$ cat src/rtl/axi_4lite_master.sv
// Single-outstanding AXI4-Lite master: one command in, one AXI transaction out, one result back.
// Optional watchdog: define AXI_MASTER_TIMEOUT_EN to abort stalled transactions after TIMEOUT_CYCLES.
module axi_4lite_master #(
  parameter int AXI_Dwidth     = 32,
  parameter int AXI_Addrwidth  = 4,
  parameter int TIMEOUT_CYCLES = 255
) (
  input  logic                       AXI_aclk,
  input  logic                       AXI_aresetn,
  input  logic                       cmd_valid,
  output logic                       cmd_ready,
  input  logic                       cmd_write,
  input  logic [AXI_Addrwidth-1:0]   cmd_addr,
  input  logic [AXI_Dwidth-1:0]      cmd_wdata,
  input  logic [AXI_Dwidth/8-1:0]    cmd_wstrb,
  output logic                       rsp_valid,
  input  logic                       rsp_ready,
  output logic [AXI_Dwidth-1:0]      rsp_rdata,
  output logic [1:0]                 rsp_resp,
  output logic [AXI_Addrwidth-1:0]   AXI_awaddr,
  output logic                       AXI_awvalid,
  input  logic                       AXI_awready,
  output logic [AXI_Dwidth-1:0]      AXI_wdata,
  output logic [AXI_Dwidth/8-1:0]    AXI_wstrb,
  output logic                       AXI_wvalid,
  input  logic                       AXI_wready,
  input  logic [1:0]                 AXI_bresp,
  input  logic                       AXI_bvalid,
  output logic                       AXI_bready,
  output logic [AXI_Addrwidth-1:0]   AXI_areadaddr,
  output logic [2:0]                 AXI_arprotect,
  output logic                       AXI_arvalid,
  input  logic                       AXI_arready,
  input  logic [AXI_Dwidth-1:0]      AXI_rdata,
  input  logic [1:0]                 AXI_rresp,
  input  logic                       AXI_rvalid,
  output logic                       AXI_rready
);

  typedef enum logic [2:0] {
    IDLE    = 3'd0,
    WR_REQ  = 3'd1,
    WR_RESP = 3'd2,
    RD_REQ  = 3'd3,
    RD_RESP = 3'd4,
    DONE    = 3'd5
  } state_t;

  state_t state_r;
  logic   aw_done_r, w_done_r;
  logic   aw_done_s, w_done_s, leave_s;

`ifdef AXI_MASTER_TIMEOUT_EN
  localparam int TW = $clog2(TIMEOUT_CYCLES + 1);
  localparam logic [TW-1:0] TO_LIM = TW'(TIMEOUT_CYCLES);
  logic [TW-1:0] timer_r;
  logic          busy_s;
  assign busy_s = (state_r == WR_REQ) || (state_r == WR_RESP) ||
                  (state_r == RD_REQ) || (state_r == RD_RESP);
`endif

  assign AXI_arprotect = 3'b000;

  // Handshake bookkeeping and the exit condition of each busy state
  always_comb begin
    aw_done_s = aw_done_r | (AXI_awvalid & AXI_awready);
    w_done_s  = w_done_r  | (AXI_wvalid  & AXI_wready);
    case (state_r)
      WR_REQ:  leave_s = aw_done_s & w_done_s;
      WR_RESP: leave_s = AXI_bready & AXI_bvalid;
      RD_REQ:  leave_s = AXI_arvalid & AXI_arready;
      RD_RESP: leave_s = AXI_rready & AXI_rvalid;
      default: leave_s = 1'b0;
    endcase
  end

  // Transaction FSM with registered command, AXI and response outputs
  always_ff @(posedge AXI_aclk or negedge AXI_aresetn) begin
    if (!AXI_aresetn) begin
      state_r       <= IDLE;
      aw_done_r     <= 1'b0;
      w_done_r      <= 1'b0;
      cmd_ready     <= 1'b1;
      rsp_valid     <= 1'b0;
      rsp_rdata     <= '0;
      rsp_resp      <= 2'b00;
      AXI_awaddr    <= '0;
      AXI_awvalid   <= 1'b0;
      AXI_wdata     <= '0;
      AXI_wstrb     <= '0;
      AXI_wvalid    <= 1'b0;
      AXI_bready    <= 1'b0;
      AXI_areadaddr <= '0;
      AXI_arvalid   <= 1'b0;
      AXI_rready    <= 1'b0;
`ifdef AXI_MASTER_TIMEOUT_EN
      timer_r       <= '0;
`endif
    end else begin
      case (state_r)
        IDLE: begin
          if (cmd_valid) begin
            cmd_ready <= 1'b0;
            if (cmd_write) begin
              AXI_awaddr  <= cmd_addr;
              AXI_wdata   <= cmd_wdata;
              AXI_wstrb   <= cmd_wstrb;
              AXI_awvalid <= 1'b1;
              AXI_wvalid  <= 1'b1;
              state_r     <= WR_REQ;
            end else begin
              AXI_areadaddr <= cmd_addr;
              AXI_arvalid   <= 1'b1;
              state_r       <= RD_REQ;
            end
          end
        end
        WR_REQ: begin
          if (AXI_awvalid && AXI_awready) AXI_awvalid <= 1'b0;
          if (AXI_wvalid && AXI_wready)   AXI_wvalid  <= 1'b0;
          if (leave_s) begin
            aw_done_r  <= 1'b0;
            w_done_r   <= 1'b0;
            AXI_bready <= 1'b1;
            state_r    <= WR_RESP;
          end else begin
            aw_done_r <= aw_done_s;
            w_done_r  <= w_done_s;
          end
        end
        WR_RESP: begin
          if (leave_s) begin
            AXI_bready <= 1'b0;
            rsp_resp   <= AXI_bresp;
            rsp_rdata  <= '0;
            rsp_valid  <= 1'b1;
            state_r    <= DONE;
          end
        end
        RD_REQ: begin
          if (leave_s) begin
            AXI_arvalid <= 1'b0;
            AXI_rready  <= 1'b1;
            state_r     <= RD_RESP;
          end
        end
        RD_RESP: begin
          if (leave_s) begin
            AXI_rready <= 1'b0;
            rsp_rdata  <= AXI_rdata;
            rsp_resp   <= AXI_rresp;
            rsp_valid  <= 1'b1;
            state_r    <= DONE;
          end
        end
        DONE: begin
          if (rsp_ready) begin
            rsp_valid <= 1'b0;
            cmd_ready <= 1'b1;
            state_r   <= IDLE;
          end
        end
        default: begin
          rsp_valid <= 1'b0;
          cmd_ready <= 1'b1;
          state_r   <= IDLE;
        end
      endcase
`ifdef AXI_MASTER_TIMEOUT_EN
      // Watchdog abort overrides whatever the busy state decided this cycle
      if (busy_s && (timer_r == TO_LIM)) begin
        timer_r     <= '0;
        aw_done_r   <= 1'b0;
        w_done_r    <= 1'b0;
        AXI_awvalid <= 1'b0;
        AXI_wvalid  <= 1'b0;
        AXI_bready  <= 1'b0;
        AXI_arvalid <= 1'b0;
        AXI_rready  <= 1'b0;
        rsp_resp    <= 2'b11;
        rsp_rdata   <= '0;
        rsp_valid   <= 1'b1;
        state_r     <= DONE;
      end else if (busy_s && !leave_s) begin
        timer_r <= timer_r + 1'b1;
      end else begin
        timer_r <= '0;
      end
`endif
    end
  end

endmodule

$ cat config.mk
export PLATFORM = sky130hd
export DESIGN_NAME = axi_4lite_master
export DESIGN_NICKNAME = d
export VERILOG_FILES = /design/src/rtl/axi_4lite_master.sv
export SDC_FILE = /design/constraint.sdc
export NUM_CORES = 1
export LEC_CHECK = 0
export CAP_MARGIN = 20
export CORE_MARGIN = 5
export CORE_UTILIZATION = 44
export CTS_CLUSTER_SIZE = 25
export DETAILED_ROUTE_END_ITERATION = 8
export PLACE_DENSITY_LB_ADDON = 0.2
export SYNTH_ARGS = -nofsm -noshare
export SYNTH_HDL_FRONTEND = slang
export SYNTH_SLANG_ARGS = --single-unit
$ cat constraint.sdc
create_clock -name AXI_aclk -period 3.5 [get_ports AXI_aclk]
set_input_delay 0.7 -clock AXI_aclk [delete_from_list [all_inputs] [get_ports AXI_aclk]]
set_output_delay 0.7 -clock AXI_aclk [all_outputs]
set_load 0.02 [all_outputs]
**After elaboration in Yosys (flattened, before gate mapping)**

Index checks and enable logic that the tools add are counted.

- Memories kept: 0
- Bits in latches: 0
- Register bits: 90
- Bits in read-only memories: 0
- Word-level logic and storage cells: 99
- RAM bits: 0
- Output and inout port bits: 88
- Input bits: 86

- Add/subtract/negate cells: 0
- Magnitude comparators: 0
- Mux-type cells: 34
- Div/mod/pow operators: 0
- Equality and inequality tests: 16
- Shift operators: 0
- Multiply operators: 0
- Reductions and logical operators: 22
- Bitwise operators: 11

Operators with widths:

| cell | number |
|---|---|
| 32-bit 2-to-1 mux | 2 |
| 32-bit one-hot mux with 2 select lines | 1 |
| 3-bit AND reduction | 7 |
| 2-bit inequality test, second input constant | 10 |
| 3-bit 2-to-1 mux | 5 |
| 3-bit one-hot mux with 5 select lines | 1 |
| 1-bit 2-to-1 mux | 13 |
| 4-bit AND reduction | 3 |
| 1-bit one-hot mux with 2 select lines | 5 |
| 2-bit nonzero test | 5 |
| 1-bit AND | 6 |
| 3-bit by 2-bit == test with 1-bit output, second input constant | 2 |
| 3-bit == test, second input constant | 2 |
| 2-bit 2-to-1 mux | 3 |
| 1-bit one-hot mux with 3 select lines | 2 |
| 5-bit AND reduction | 1 |
| 1-bit one-hot mux with 4 select lines | 1 |
| 2-bit one-hot mux with 2 select lines | 1 |
| 4-bit OR reduction | 1 |
| 3-bit by 1-bit == test with 1-bit output, second input constant | 1 |
| 3-bit logical NOT | 1 |
| 1-bit inverter | 3 |
| 3-bit OR reduction | 1 |
| 1-bit logical AND | 2 |
| 3 further kinds | 4 |

**Longest topological paths before layout**

- Depth in word-level cells: 6
- Depth in mapped cells: 7
- Depth with buffers taken out: 4

**Least setup slack after synthesis**

Ideal clock, no wire load.

- Path type: input port to flip-flop
- Start point: input port cmd_valid
- End point: register AXI_wdata[0]
- Setup slack: 1.868 ns
- Arrival: 1.507 ns
- Stages: 5
- Library setup time: 0.125 ns
- Cells stage by stage: nand2b_4 -> nor3_2 -> nand2_1 -> buf_2 -> mux2_2

- Cells in the longest elaborated chain, start to end: 1

Ends and longest elaborated chain:

| element | line | text |
|---|---|---|
| start, declared | 10 | `input logic cmd_valid,` |
| 3-bit AND reduction (no line) | - |  |
| end signal, assigned | 106 | `AXI_wdata <= cmd_wdata;` |
| end, declared | 23 | `output logic [AXI_Dwidth-1:0] AXI_wdata,` |

Every way passes these cells.
A chain may end at the register's enable or synchronous reset.

**Worst setup path after layout**

- Start point: register cmd_ready
- End point: output port cmd_ready

RTL lines:

| element | line | text |
|---|---|---|
| start, declared | 11 | `output logic cmd_ready,` |
| start signal, assigned | 83 | `cmd_ready <= 1'b1;` |
| start signal, assigned | 103 | `cmd_ready <= 1'b0;` |
| start signal, assigned | 159 | `cmd_ready <= 1'b1;` |

No word-level cell between the ends.

==> out/results.tsv <==
metric	value	unit
drv_cap	0	
setup_viol	0	
synthMuxAreaShare	15.37	%
grt_max_degree	67	
slowest_delay	610	ps
synth-seq-cells	90	
drc_errors	0	
p_per_area	905.6	nW/um2
reg2reg_depth	4	
synth_flop_cell	dfrtp_1	
h-tree-depth	3	
ys_types	36	
clock_latency	350	ps
die_w	100.0	um
ys_seq_area_share	63.19	%
synth_cells	239	
post_cts_buffers	0	
clk_pin_slew	90	ps
coreArea	7807	um2
routedWlPerCell	17.83	um
ir_drop	482.1	uV
clock_path_buffers	2	
startpoint_type	flip-flop	
crit_fanout	4	
yosysWarningCount	0	
drtIter0Drc	80	
crit_chain	clkdlybuf4s50_1	
max_freq	451.3	MHz
status	finished, final reports clean	
diodes	0	
gp_congestion	0.7832	
synth_top_family_by_area	multiplexers	
synth-adder-area-share	0	%
fin_nets	494	
setup_tns	0	ps
portBuffers	170	
numCtsBuffers	9	
post-route-period-util	63.31	%
initial_core_util	45.67	%
track_usage	18.17	%
syn_area	3566	um2
post-route-min-period	2216	ps
fp.dieH	100.0	um
final-max-slew-violation-count	0	
dr.pass1.iters	4	
crit_slowest_cell	clkdlybuf4s50_1	
critPathRequiredTime	2800	ps
ant_nets	0	
cts_tree	yes	
min_path_type	in2async	
synth_compound_area_share	10.53	%
ctsHoldBuffers	0	
cts.repair.resized	0	
die_area	10010	um2
cp_top_family	buffers and inverters	
async_flop_share	100.0	%
whs	442.7	ps
seq_area	2253	um2
cp_num_buf_inv	1	
clk_root_buffer_cell	clkbuf_8	
clock_skew	9.571	ps
endpoint_kind	output pin	
via_per_inst	5.039	
cts.sinks	90	
synth-simple-area-share	6.667	%
p_leak	2.401	nW
slew_headroom	44.61	%
io_pins	174	
arrival	1520	ps
synth_edf_count	0	
area_growth	53.86	%
final_common_cell	clkdlybuf4s50_1	
route.vias.total	2595	
hold_viol_final	0	
grt_pass1_vias	2777	
avgSynthCellArea	14.92	um2
finalInstanceArea	5487	um2
dp_hpwl	6682	um
critical_path_cell_count	1	
worstSetupPathType	reg2out	
multiInputGateArea	1172	um2
placed_area	5286	um2
antenna_found_initial	0	
grt_pass1_wl	14300	um
rsz0062_at_grt	no	
grt_overflow	0	
wirelength	9185	um
tightest_slew	830.9	ps
reg2reg_slack	1430	ps
fill_cells	604	
synthXorXnorAreaFrac	0	%
drive_above_1_share	18.64	%
final_cell_mix	169 x clkdlybuf4s50_1, 89 x dfrtp_1, 46 x mux2_2, 32 x a22o_1, 10 x nor2_1	
fp-row-count	32	
==> synth_stat cells, types with 2 or more instances <==
cell,instances,area [um2]
dfrtp_1,89,2227
mux2_2,46,518.0
a22o_1,32,280.3
nor2_1,10,37.54
nand2_1,9,33.78
buf_2,7,35.03
a21oi_1,5,25.02
buf_6,5,56.30
buf_4,4,30.03
inv_1,3,11.26
a31oi_1,2,12.51
mux2_4,2,30.03
nor3_2,2,20.02
==> worst paths after layout <==
path,to,from
worst max-delay path,cmd_ready,cmd_ready
worst min-delay path,rsp_valid,AXI_aresetn
worst max register to register,rsp_resp[0],state_r[0]
worst min register to register,rsp_rdata[26],rsp_rdata[26]
max in group asynchronous,AXI_wstrb[3],AXI_aresetn
min in group AXI_aclk,rsp_rdata[26],rsp_rdata[26]
==> worst reg2reg max path, cell delays in order, from the launching register on <==
cell     delay, ps
dfrtp_1        670
nor3b_4        100
and3_4         350
nor2_8         500
mux2_4         350
==> through the flow <==
| step | util [%] | worst slack, ps | cells | total power [mW] |
|---|---|---|---|---|
| final | 70.27 | 1284 | 515 | 4.968 |
| after global routing | 70.27 | 1221 | 515 | 5.238 |
| after CTS | 70.27 | 1264 | 515 | 5.024 |
| after detailed placement | 67.71 | 1114 | 499 | 4.291 |
| after global placement | 67.71 | 1118 | 499 | 4.236 |
| after floorplan | - | 1868 | 241 | 3.090 |
==> final cells by class <==
cell class / count / area share (%)
Multi-Input combinational cell: 131 / 21.37
Inverter: 3 / 0.2052
Tap cell: 102 / 2.326
Sequential cell: 90 / 41.07
Clock inverter: 7 / 1.391
Clock buffer: 9 / 2.258
Timing Repair Buffer: 173 / 31.38
==> registers in the layout (all words and copies together), names as in the netlist <==
name and cells:
AXI_areadaddr 4, cmd_ready 1, rsp_resp 2, AXI_awvalid 1
AXI_wdata 32, AXI_rready 1, AXI_arvalid 1, AXI_bready 1
AXI_wstrb 4, rsp_rdata 32, aw_done_r 1, AXI_wvalid 1
rsp_valid 1, AXI_awaddr 4, state_r 3, w_done_r 1
==> power breakdown <==
group | leakage, nW | switching, mW | total (mW) | internal, mW
Clock | 0.0962 | 0.381 | 0.716 | 0.335
Sequential | 1.13 | 0.304 | 1.83 | 1.52
Combinational | 1.17 | 1.13 | 2.42 | 1.30
Total | 2.40 | 1.81 | 4.97 | 3.16
==> per-layer routing <==
metal,wire length [um],vias up,part of all wire (%),GRT usage [%]
met5,0,-,0,0
li1,-,1190,-,-
met4,174,0,1.9,5.907
met1,3691,1268,40,21.73
met2,4292,123,47,28.84
met3,1028,14,11,8.965
==> kinds of logic (layout without fill, tap and decap cells) <==
kind of cell,Yosys count,count (layout)
compound gates,46,46
buf+inv,20,192
flops,90,90
mux,48,48
other cells,1,3
simple gates,34,34
Power figures use the tool's default switching activity.
